### config.mk
export PLATFORM = sky130hd
export DESIGN_NAME = dmem_arbiter_flat
export DESIGN_NICKNAME = d
export VERILOG_FILES = /design/src/rtl/lsu_pkg.sv /design/src/rtl/dmem_arbiter_if.sv /design/src/rtl/dmem_arbiter_lane.sv /design/src/rtl/dmem_arbiter.sv /design/src/flat_wrapper.sv
export SDC_FILE = /design/constraint.sdc
export NUM_CORES = 1
export LEC_CHECK = 0
export BUFFER_PORTS_ARGS = -buffer_cell sky130_fd_sc_hd__buf_2
export CORE_AREA = 2 2 120 122
export DETAILED_ROUTE_END_ITERATION = 6
export DIE_AREA = 0 0 122 124
export GPL_ROUTABILITY_DRIVEN = 0
export GPL_TIMING_DRIVEN = 0
export REMOVE_ABC_BUFFERS = 1
export SYNTH_ARGS = -nofsm -noshare
export SYNTH_HDL_FRONTEND = slang
export SYNTH_SLANG_ARGS = --single-unit
### constraint.sdc
create_clock -name clk -period 3.73 [get_ports clk]
set_clock_uncertainty 0.05 [all_clocks]
set_input_delay 0.5595 -clock clk [delete_from_list [all_inputs] [get_ports clk]]
set_output_delay 0.5595 -clock clk [all_outputs]
set_load 0.01 [all_outputs]
### src/rtl/lsu_pkg.sv
// Shared load/store definitions: access sizes, request record and byte-enable patterns.
// Imported by the data-memory arbiter, the core LSU and the debug loader.
package lsu_pkg;

    localparam int LSU_WIDTH = 32;

    typedef enum logic [1:0] {
        SZ_B   = 2'b00,
        SZ_H   = 2'b01,
        SZ_W   = 2'b10,
        SZ_RSV = 2'b11
    } mem_size_e;

    typedef struct packed {
        logic                 we;
        logic [LSU_WIDTH-1:0] addr;
        mem_size_e            size;
        logic                 uns;
        logic [LSU_WIDTH-1:0] wdata;
    } lsu_req_t;

    localparam logic [3:0] BE_NONE = 4'b0000;
    localparam logic [3:0] BE_B    = 4'b0001;
    localparam logic [3:0] BE_H    = 4'b0011;
    localparam logic [3:0] BE_W    = 4'b1111;

endpackage

### src/rtl/dmem_arbiter_if.sv
// Requester-side bus of the data-memory arbiter: one instance per requester port.
// The requester drives the request fields and receives grant plus registered response.
interface dmem_arbiter_if #(
    parameter int WIDTH = 32
);
    logic             req;
    logic             we;
    logic [WIDTH-1:0] addr;
    logic [1:0]       size;
    logic             uns;
    logic [WIDTH-1:0] wdata;
    logic             gnt;
    logic             rvalid;
    logic [WIDTH-1:0] rdata;
    logic             err;

    modport master (
        output req, we, addr, size, uns, wdata,
        input  gnt, rvalid, rdata, err
    );

    modport slave (
        input  req, we, addr, size, uns, wdata,
        output gnt, rvalid, rdata, err
    );
endinterface

### src/rtl/dmem_arbiter_lane.sv
// Byte-lane logic for one access: legality, byte enables, store replication and
// load extract/extend. Purely combinational; illegal accesses produce no enables.
module dmem_lane
    import lsu_pkg::*;
(
    input  logic [1:0]  addr_lo,
    input  mem_size_e   size,
    input  logic        uns,
    input  logic [31:0] wdata,
    input  logic [31:0] mem_rdata,
    output logic        legal,
    output logic [3:0]  byteen,
    output logic [31:0] wdata_rep,
    output logic [31:0] rdata_ext
);

    logic [31:0] shifted;

    always_comb begin
        legal     = 1'b0;
        byteen    = BE_NONE;
        wdata_rep = '0;
        rdata_ext = '0;
        shifted   = mem_rdata >> {addr_lo, 3'b000};
        case (size)
            SZ_B: begin
                legal     = 1'b1;
                byteen    = BE_B << addr_lo;
                wdata_rep = {4{wdata[7:0]}};
                rdata_ext = {{24{~uns & shifted[7]}}, shifted[7:0]};
            end
            SZ_H: begin
                legal     = ~addr_lo[0];
                byteen    = legal ? (BE_H << {addr_lo[1], 1'b0}) : BE_NONE;
                wdata_rep = legal ? {2{wdata[15:0]}} : '0;
                rdata_ext = {{16{~uns & shifted[15]}}, shifted[15:0]};
            end
            SZ_W: begin
                legal     = (addr_lo == 2'b00);
                byteen    = legal ? BE_W : BE_NONE;
                wdata_rep = legal ? wdata : '0;
                // Only consumed when aligned, where the shift is zero.
                rdata_ext = shifted;
            end
            default: begin
                legal = 1'b0;
            end
        endcase
    end

endmodule

### src/rtl/dmem_arbiter.sv
// Round-robin arbiter sharing one word-addressed data memory between the core (c)
// and debug (d) byte-addressed requesters, with a one-cycle registered response.
module dmem_arbiter
    import lsu_pkg::*;
#(
    parameter int WIDTH  = 32,
    parameter int MEM_AW = 10
) (
    input  logic              clk,
    input  logic              rst,
    dmem_arbiter_if.slave     c,
    dmem_arbiter_if.slave     d,
    output logic              mem_read,
    output logic              mem_write,
    output logic [WIDTH-3:0]  mem_addr,
    output logic [WIDTH-1:0]  mem_wdata,
    output logic [3:0]        mem_byteen,
    input  logic [WIDTH-1:0]  mem_rdata
);

    localparam int NPORT = 2;

    lsu_req_t   port_req [NPORT];
    logic [1:0] port_act;
    logic [1:0] port_gnt;
    lsu_req_t   g_req;
    logic       any_gnt;
    logic       prio_q, prio_d;

    logic        lane_legal;
    logic [3:0]  lane_byteen;
    logic [31:0] lane_wdata;
    logic [31:0] lane_rdata;

    assign port_req[0] = '{we: c.we, addr: c.addr, size: mem_size_e'(c.size),
                           uns: c.uns, wdata: c.wdata};
    assign port_req[1] = '{we: d.we, addr: d.addr, size: mem_size_e'(d.size),
                           uns: d.uns, wdata: d.wdata};
    assign port_act    = {d.req, c.req};

    // prio names the winner of the next contended cycle (0 = core, 1 = debug).
    always_comb begin
        port_gnt = 2'b00;
        if (!rst) begin
            port_gnt[0] = port_act[0] & (~port_act[1] | ~prio_q);
            port_gnt[1] = port_act[1] & (~port_act[0] |  prio_q);
        end
    end

    always_comb begin
        prio_d = prio_q;
        if (!rst && (port_act == 2'b11)) begin
            prio_d = ~prio_q;
        end
    end

    always_ff @(posedge clk) begin
        if (rst) begin
            prio_q <= 1'b0;
        end else begin
            prio_q <= prio_d;
        end
    end

    assign any_gnt = |port_gnt;
    assign g_req   = port_gnt[1] ? port_req[1] : port_req[0];

    dmem_lane u_lane (
        .addr_lo   (g_req.addr[1:0]),
        .size      (g_req.size),
        .uns       (g_req.uns),
        .wdata     (g_req.wdata),
        .mem_rdata (mem_rdata),
        .legal     (lane_legal),
        .byteen    (lane_byteen),
        .wdata_rep (lane_wdata),
        .rdata_ext (lane_rdata)
    );

    always_comb begin
        mem_read   = any_gnt & lane_legal & ~g_req.we;
        mem_write  = any_gnt & lane_legal &  g_req.we;
        // Decoded and pass-through word-address segments are both forwarded as-is.
        mem_addr   = any_gnt ? {g_req.addr[WIDTH-1:MEM_AW+2], g_req.addr[MEM_AW+1:2]} : '0;
        mem_wdata  = any_gnt ? lane_wdata  : '0;
        mem_byteen = any_gnt ? lane_byteen : BE_NONE;
    end

    generate
        for (genvar gi = 0; gi < NPORT; gi++) begin : g_resp
            logic             rvalid_q, rvalid_d;
            logic             err_q, err_d;
            logic [WIDTH-1:0] rdata_q, rdata_d;

            always_comb begin
                rvalid_d = port_gnt[gi];
                err_d    = port_gnt[gi] & ~lane_legal;
                rdata_d  = (port_gnt[gi] & lane_legal & ~g_req.we) ? lane_rdata : '0;
            end

            always_ff @(posedge clk) begin
                if (rst) begin
                    rvalid_q <= 1'b0;
                    err_q    <= 1'b0;
                    rdata_q  <= '0;
                end else begin
                    rvalid_q <= rvalid_d;
                    err_q    <= err_d;
                    rdata_q  <= rdata_d;
                end
            end
        end
    endgenerate

    assign c.gnt    = port_gnt[0];
    assign c.rvalid = g_resp[0].rvalid_q;
    assign c.err    = g_resp[0].err_q;
    assign c.rdata  = g_resp[0].rdata_q;
    assign d.gnt    = port_gnt[1];
    assign d.rvalid = g_resp[1].rvalid_q;
    assign d.err    = g_resp[1].err_q;
    assign d.rdata  = g_resp[1].rdata_q;

endmodule

### src/flat_wrapper.sv
// flat-port wrapper written by rule: the top's interface ports become plain ports
module dmem_arbiter_flat import lsu_pkg::*;
#(
    parameter int WIDTH  = 32,
    parameter int MEM_AW = 10
)
  (clk, rst, mem_read, mem_write, mem_addr, mem_wdata, mem_byteen, mem_rdata, c_req, c_we, c_addr, c_size, c_uns, c_wdata, c_gnt, c_rvalid, c_rdata, c_err, d_req, d_we, d_addr, d_size, d_uns, d_wdata, d_gnt, d_rvalid, d_rdata, d_err);
  dmem_arbiter_if #(.WIDTH(WIDTH)) c_i ();
  dmem_arbiter_if #(.WIDTH(WIDTH)) d_i ();
  input  logic clk;
  input  logic rst;
  output logic mem_read;
  output logic mem_write;
  output logic [WIDTH-3:0] mem_addr;
  output logic [WIDTH-1:0] mem_wdata;
  output logic [3:0] mem_byteen;
  input  logic [WIDTH-1:0] mem_rdata;
  input wire logic [$bits(c_i.req)-1:0] c_req;
  input wire logic [$bits(c_i.we)-1:0] c_we;
  input wire logic [$bits(c_i.addr)-1:0] c_addr;
  input wire logic [$bits(c_i.size)-1:0] c_size;
  input wire logic [$bits(c_i.uns)-1:0] c_uns;
  input wire logic [$bits(c_i.wdata)-1:0] c_wdata;
  output wire logic [$bits(c_i.gnt)-1:0] c_gnt;
  output wire logic [$bits(c_i.rvalid)-1:0] c_rvalid;
  output wire logic [$bits(c_i.rdata)-1:0] c_rdata;
  output wire logic [$bits(c_i.err)-1:0] c_err;
  input wire logic [$bits(d_i.req)-1:0] d_req;
  input wire logic [$bits(d_i.we)-1:0] d_we;
  input wire logic [$bits(d_i.addr)-1:0] d_addr;
  input wire logic [$bits(d_i.size)-1:0] d_size;
  input wire logic [$bits(d_i.uns)-1:0] d_uns;
  input wire logic [$bits(d_i.wdata)-1:0] d_wdata;
  output wire logic [$bits(d_i.gnt)-1:0] d_gnt;
  output wire logic [$bits(d_i.rvalid)-1:0] d_rvalid;
  output wire logic [$bits(d_i.rdata)-1:0] d_rdata;
  output wire logic [$bits(d_i.err)-1:0] d_err;
  assign c_i.req = c_req;
  assign c_i.we = c_we;
  assign c_i.addr = c_addr;
  assign c_i.size = c_size;
  assign c_i.uns = c_uns;
  assign c_i.wdata = c_wdata;
  assign c_gnt = c_i.gnt;
  assign c_rvalid = c_i.rvalid;
  assign c_rdata = c_i.rdata;
  assign c_err = c_i.err;
  assign d_i.req = d_req;
  assign d_i.we = d_we;
  assign d_i.addr = d_addr;
  assign d_i.size = d_size;
  assign d_i.uns = d_uns;
  assign d_i.wdata = d_wdata;
  assign d_gnt = d_i.gnt;
  assign d_rvalid = d_i.rvalid;
  assign d_rdata = d_i.rdata;
  assign d_err = d_i.err;
  dmem_arbiter #(.WIDTH(WIDTH), .MEM_AW(MEM_AW)) u_core (.clk(clk), .rst(rst), .c(c_i), .d(d_i), .mem_read(mem_read), .mem_write(mem_write), .mem_addr(mem_addr), .mem_wdata(mem_wdata), .mem_byteen(mem_byteen), .mem_rdata(mem_rdata));
endmodule
### After elaboration in Yosys (flattened, before gate mapping)

Cells that the tools add are included.

| storage, ports and cells | value |
|---|---|
| input port bits | 172 |
| flip-flop bits (word level) | 69 |
| logic and storage cells | 57 |
| output and inout port bits | 138 |

| operators by class | value |
|---|---|
| shifts and indexed selects | 3 |
| multiplexer cells | 13 |
| eq/ne operators | 3 |
| bitwise logic cells | 24 |
| reductions and logical operators | 7 |

Operator list:

| kind | count |
|---|---|
| one-hot mux 32 bit (3 select lines) | 2 |
| 2-to-1 mux 32 bit | 3 |
| 2-to-1 mux 68 bit | 1 |
| right shift 32 x 5 -> 32 bit | 1 |
| 2-to-1 mux 30 bit | 1 |
| bitwise AND 1 bit | 13 |
| 2-to-1 mux 4 bit | 3 |
| one-hot mux 4 bit (3 select lines) | 1 |
| inverter 1 bit | 9 |
| OR reduction 2 bit | 3 |
| == test 2 bit, second input constant | 2 |
| zero test 2 bit | 2 |
| << shifter 1 x 2 -> 4 bit, first input constant | 1 |
| << shifter 2 x 2 -> 4 bit, first input constant | 1 |
| one-hot mux 1 bit (3 select lines) | 1 |
| == test 2 x 1 -> 1 bit, second input constant | 1 |
| 2-to-1 mux 2 bit | 1 |
| OR 1 bit | 2 |
| logical AND 1 bit | 1 |
| zero test 1 bit | 1 |

### Depth between registers and ports, before layout

| depth | value |
|---|---|
| word-level depth | 11 |
| gate-level depth with buffers | 9 |
| mapped depth without buffers | 7 |

### Modules after synthesis

A second synthesis with hierarchy kept.

| unflattened totals | value |
|---|---|
| cell total of the unflattened synthesis | 593 |
| area total of the unflattened synthesis | 4952.2 sq um |

By module, submodules not included:

| module | area an instance (sq um) | sequential area each (sq um) | instances | cells each |
|---|---|---|---|---|
| dmem_arbiter | 3786.1 | 1381.3 | 1 | 409 |
| dmem_lane | 1166.1 | 0.0 | 1 | 184 |

### Worst setup path after synthesis

Ideal clock, no wire load.

| timing path | value |
|---|---|
| path type | input-to-output |
| from | input rst |
| to | output mem_byteen[1] |
| data required time | 3120 ps |
| cell stages on the path | 7 |
| buffers on the path | 2 |
| data arrival time | 2219 ps |
| path slack | 901 ps |
| cells stage by stage | nand2b_1 > buf_2 > o21ai_2 > o2111ai_1 > buf_2 > and2_1 > a2111oi_0 |

| on the way | value |
|---|---|
| word-level cells in the longest chain between the ends | 6 |
| elaborated cells between the ends (all ways) | 13 |
| classes of those cells | eq/ne (2); shift (2); mux (6); reduce/logical (3) |

Ends and longest elaborated chain:

| what | RTL line | source |
|---|---|---|
| start, declared | flat_wrapper.sv:11 | `input logic rst;` |
| 2-to-1 mux 2 bit (*) | dmem_arbiter.sv:44 | `if (!rst) begin` |
| 2-to-1 mux 68 bit | dmem_arbiter.sv:66 | `assign g_req = port_gnt[1] ? port_req[1] : port_req[0];` |
| << shifter 2 x 2 -> 4 bit or zero test 2 bit (tied branches) | dmem_arbiter_lane.sv:34, dmem_arbiter_lane.sv:39 |  |
| 2-to-1 mux 4 bit (on tied branches) | dmem_arbiter_lane.sv:34, dmem_arbiter_lane.sv:40 |  |
| one-hot mux 4 bit (3 select lines) | dmem_arbiter_lane.sv:25 | `case (size)` |
| 2-to-1 mux 4 bit (*) | dmem_arbiter.sv:86 | `mem_byteen = any_gnt ? lane_byteen : BE_NONE;` |
| end, declared | flat_wrapper.sv:16 | `output logic [3:0] mem_byteen;` |

Mark *: on every way between the ends. The rest lies on a longest branch, timed or not.

### Worst setup path in the final report

| timing path | value |
|---|---|
| from | input rst |
| to | output mem_wdata[22] |

| on the way | value |
|---|---|
| word-level cells in the longest chain between the ends | 6 |
| elaborated cells between the ends (all ways) | 11 |
| classes of those cells | eq/ne (2); mux (6); reduce/logical (3) |

Ends and longest elaborated chain:

| what | RTL line | source |
|---|---|---|
| 2-to-1 mux 2 bit (*) | dmem_arbiter.sv:44 |  |
| 2-to-1 mux 68 bit | dmem_arbiter.sv:66 |  |
| zero test 2 bit | dmem_arbiter_lane.sv:39 | `legal = (addr_lo == 2'b00);` |
| 2-to-1 mux 32 bit | dmem_arbiter_lane.sv:41 | `wdata_rep = legal ? wdata : '0;` |
| one-hot mux 32 bit (3 select lines) | dmem_arbiter_lane.sv:25 |  |
| 2-to-1 mux 32 bit (*) | dmem_arbiter.sv:85 | `mem_wdata = any_gnt ? lane_wdata : '0;` |
| end, declared | flat_wrapper.sv:15 | `output logic [WIDTH-1:0] mem_wdata;` |

Marked as above.

==> impl_metrics.yaml <==
status:
  status: "finished clean"
synth:
  synth_xor_xnor_area_share_pct: 0.627
  synth_seq_cells: 69
  synth.avg_cell_area_sq_um: 7.74
  ys_types: 55
  synth_flop_cell: "dfxtp_1"
  yosysWarnings: 0
  synth_adder_area_share_pct: 0
  synth_mux_area_share_pct: 14.9
  yosysSeqAreaShare_pct: 33.0
  synth_top_family_by_area: "compound AO/OA/AOI/OAI gates"
  syn_inst: 541
  synthArstFlopShare_pct: 0
  syn_area_sq_um: 4190
  yosys.area_share.simple_pct: 20.5
  synth_edf_count: 0
  synth-compound-area-share_pct: 24.7
drt:
  drt_iter0_markers: 236
  drt_wl_total_microns: 17800
  wl_per_cell_microns: 17.6
  vias_per_cell: 4.95
  drc: 0
  vias: 5005
  antenna_left: 0
  dr.pass1.iters: 5
floorplan:
  die-area_sq_um: 15100
  core_sq_um: 13700
  dieHeight_microns: 124
  fp.dieW_microns: 122
  fp-row-count: 43
  start_util_pct: 30.5
  ios: 310
final_layout:
  fin_cells: 1012
  drive_gt1_share_pct: 45.3
  mostFrequentLayoutCells: "buf_2 (309), nand2_1 (119), a21oi_1 (86)"
  final_util_pct: 45.1
  fillers: 1462
  regArea_sq_um: 1380
  nNetsFinal: 999
  multi_input_area_sq_um: 2650
  area_growth_pct: 47.6
  layout_commonest_cell: "buf_2"
  diodes: 0
worst_setup_path:
  crit_arrival_ps: 2930
  required_ps: 3120
  crit_fanout: 12
  worst-setup-path-type: "primary input to output port"
  endpoint_kind: "output port"
  crit_path_start_kind: "primary input"
power:
  switching_share_pct: 30.7
  power_w: 0.00213
  switchingPower_w: 0.000655
  p_leak_nw: 3.16
  combPwrFrac_pct: 27.0
  pwr-share-seq_pct: 35.3
  power_density_nw_per_um2: 345
  p_clk_share_pct: 37.7
  peakVddDrop_uv: 198
  p_int_w: 0.00148
cts:
  cts.root.buffer_cell: "clkbuf_16"
  clock-sinks: 69
  cts_tree: "done"
  numCtsBuffers: 9
  clockBufferDepth: 2
  clk_latency_ps: 330
  htree_levels: 3
  clkTransAtPathRegs_ps: 60
placement:
  dp_cells: 987
  hpwl_microns: 13000
  io_buffers: 309
sta:
  finalSetupViolCount: 0
  worst_slew_pin_slew_ps: 1110
  hold_violations: 0
  final.period_utilization_pct: 95.0
  drv_slew: 0
  max_freq_ghz: 0.282
  period_minus_slack_ps: 3540
  rsz0062_at_grt: "no"
  max_slew_margin_pct: 23.8
min_path:
  hold_class: "primary input to register"
global_route:
  overflow: 0
  grt_pass1_wl_microns: 26000
  grtUsageTotal_pct: 22.5
  grt_max_degree: 64
  antenna_found_initial: 0
  grt_pass1_vias: 4658
flow_run:
  cap_violations: 0
## cell usage after synthesis, drive strengths merged (2+ instances only)
cell type	count	area, sq um
nand2	120	458
a21oi	86	430
dfxtp	69	1380
nor2	56	210
mux2i	42	445
buf	24	161
clkbuf	19	72.6
mux2	16	180
o22a	16	140
a22oi	10	75.1
nand2b	9	58.8
o22ai	9	56.3
o21ai	8	66.3
a211o	7	61.3
inv	7	26.3
a211oi	5	37.5
nand3	4	20.0
and2	3	21.3
nor2b	3	18.8
xnor2	3	26.3
a21boi	2	15.0
and2b	2	17.5
nor3	2	21.3
o2111ai	2	23.8
o211ai	2	33.8
o221ai	2	23.8
o31ai	2	15.0
or4	2	15.0
## area by class of cell
cell class	count	share of cell area, %
repair buffers	316	25.9
clock buffers	11	4.09
well taps	180	3.64
multi-input cells	424	42.9
flip-flops and latches	69	22.3
inverters	7	0.628
clock inverters	5	0.547
## cell families (layout without fill, tap and decap cells)
group / Yosys count / after routing
buffers and inverters: 50 / 339
muxes: 58 / 58
xor gates and xnor gates: 3 / 3
DFF: 69 / 69
AOI/OAI and AO/OA: 157 / 158
and+or+nand+nor: 204 / 205
## state kept, by name, summed over array words and instances, names as in the netlist
signal	flops
u_core.d.err	1
u_core.d.rdata	32
u_core.prio_q	1
u_core.d.rvalid	1
u_core.c.rvalid	1
u_core.c.err	1
u_core.c.rdata	32
## metal layers
layer	GRT usage [%]	up-vias	routed length, microns
met4	4.60	0	257
li1	-	2475	-
met3	5.27	22	1300
met2	37.3	207	8350
met5	0	-	0
met1	29.9	2301	7890
## worst max-delay path: stages
cell      delay (ps)
buf_2            130
nand2b_1         330
o21ai_2          340
o21ai_4          110
buf_4            180
buf_4            190
or3_1            520
o22a_1           220
nor2_1           160
buf_2            170
## worst paths after layout
check                start  slack, ps            endpoint  cells after the start
max                    rst        190       mem_wdata[22]                     10
min                    rst        420       u_core.prio_q                      2
max reg2reg  u_core.prio_q        720  u_core.d.rdata[25]                      8
min reg2reg  u_core.prio_q        520     u_core.c.rvalid                      1
## stage by stage
step	hold WS, ps	cell area, sq um	TNS [ps]	setup WS [ps]
after global routing	426	6180	0	20.1
final	424	6180	0	186
after global placement	483	5730	-166110	-2740
after floorplan	438	3960	-30440	-858
after CTS	401	6100	0	29.1
after detailed placement	484	5750	-79760	-1200
## power groups by stage
stage          sequential (W)  combinational (W)  clock, W
2_1_floorplan        0.000774           0.000307         0
3_3_place_gp         0.000768           0.000548         0
3_5_place_dp         0.000768           0.000550         0
4_1_cts              0.000752           0.000564  0.000822
5_1_grt              0.000753           0.000630  0.000853
6_report             0.000753           0.000574  0.000804
## timing repair
item | 4_1_cts | 5_1_grt
gates resized for setup | 6 | 7
buffers inserted | 3 | 4
setup endpoints to repair | 94 | 18
endpoints found under the hold margin | 0 | 0
pin swaps | 2 | 2
hold buffers | 0 | 0
cloned | 1 | 1
No activity file was read; power rests on OpenSTA's default activity.
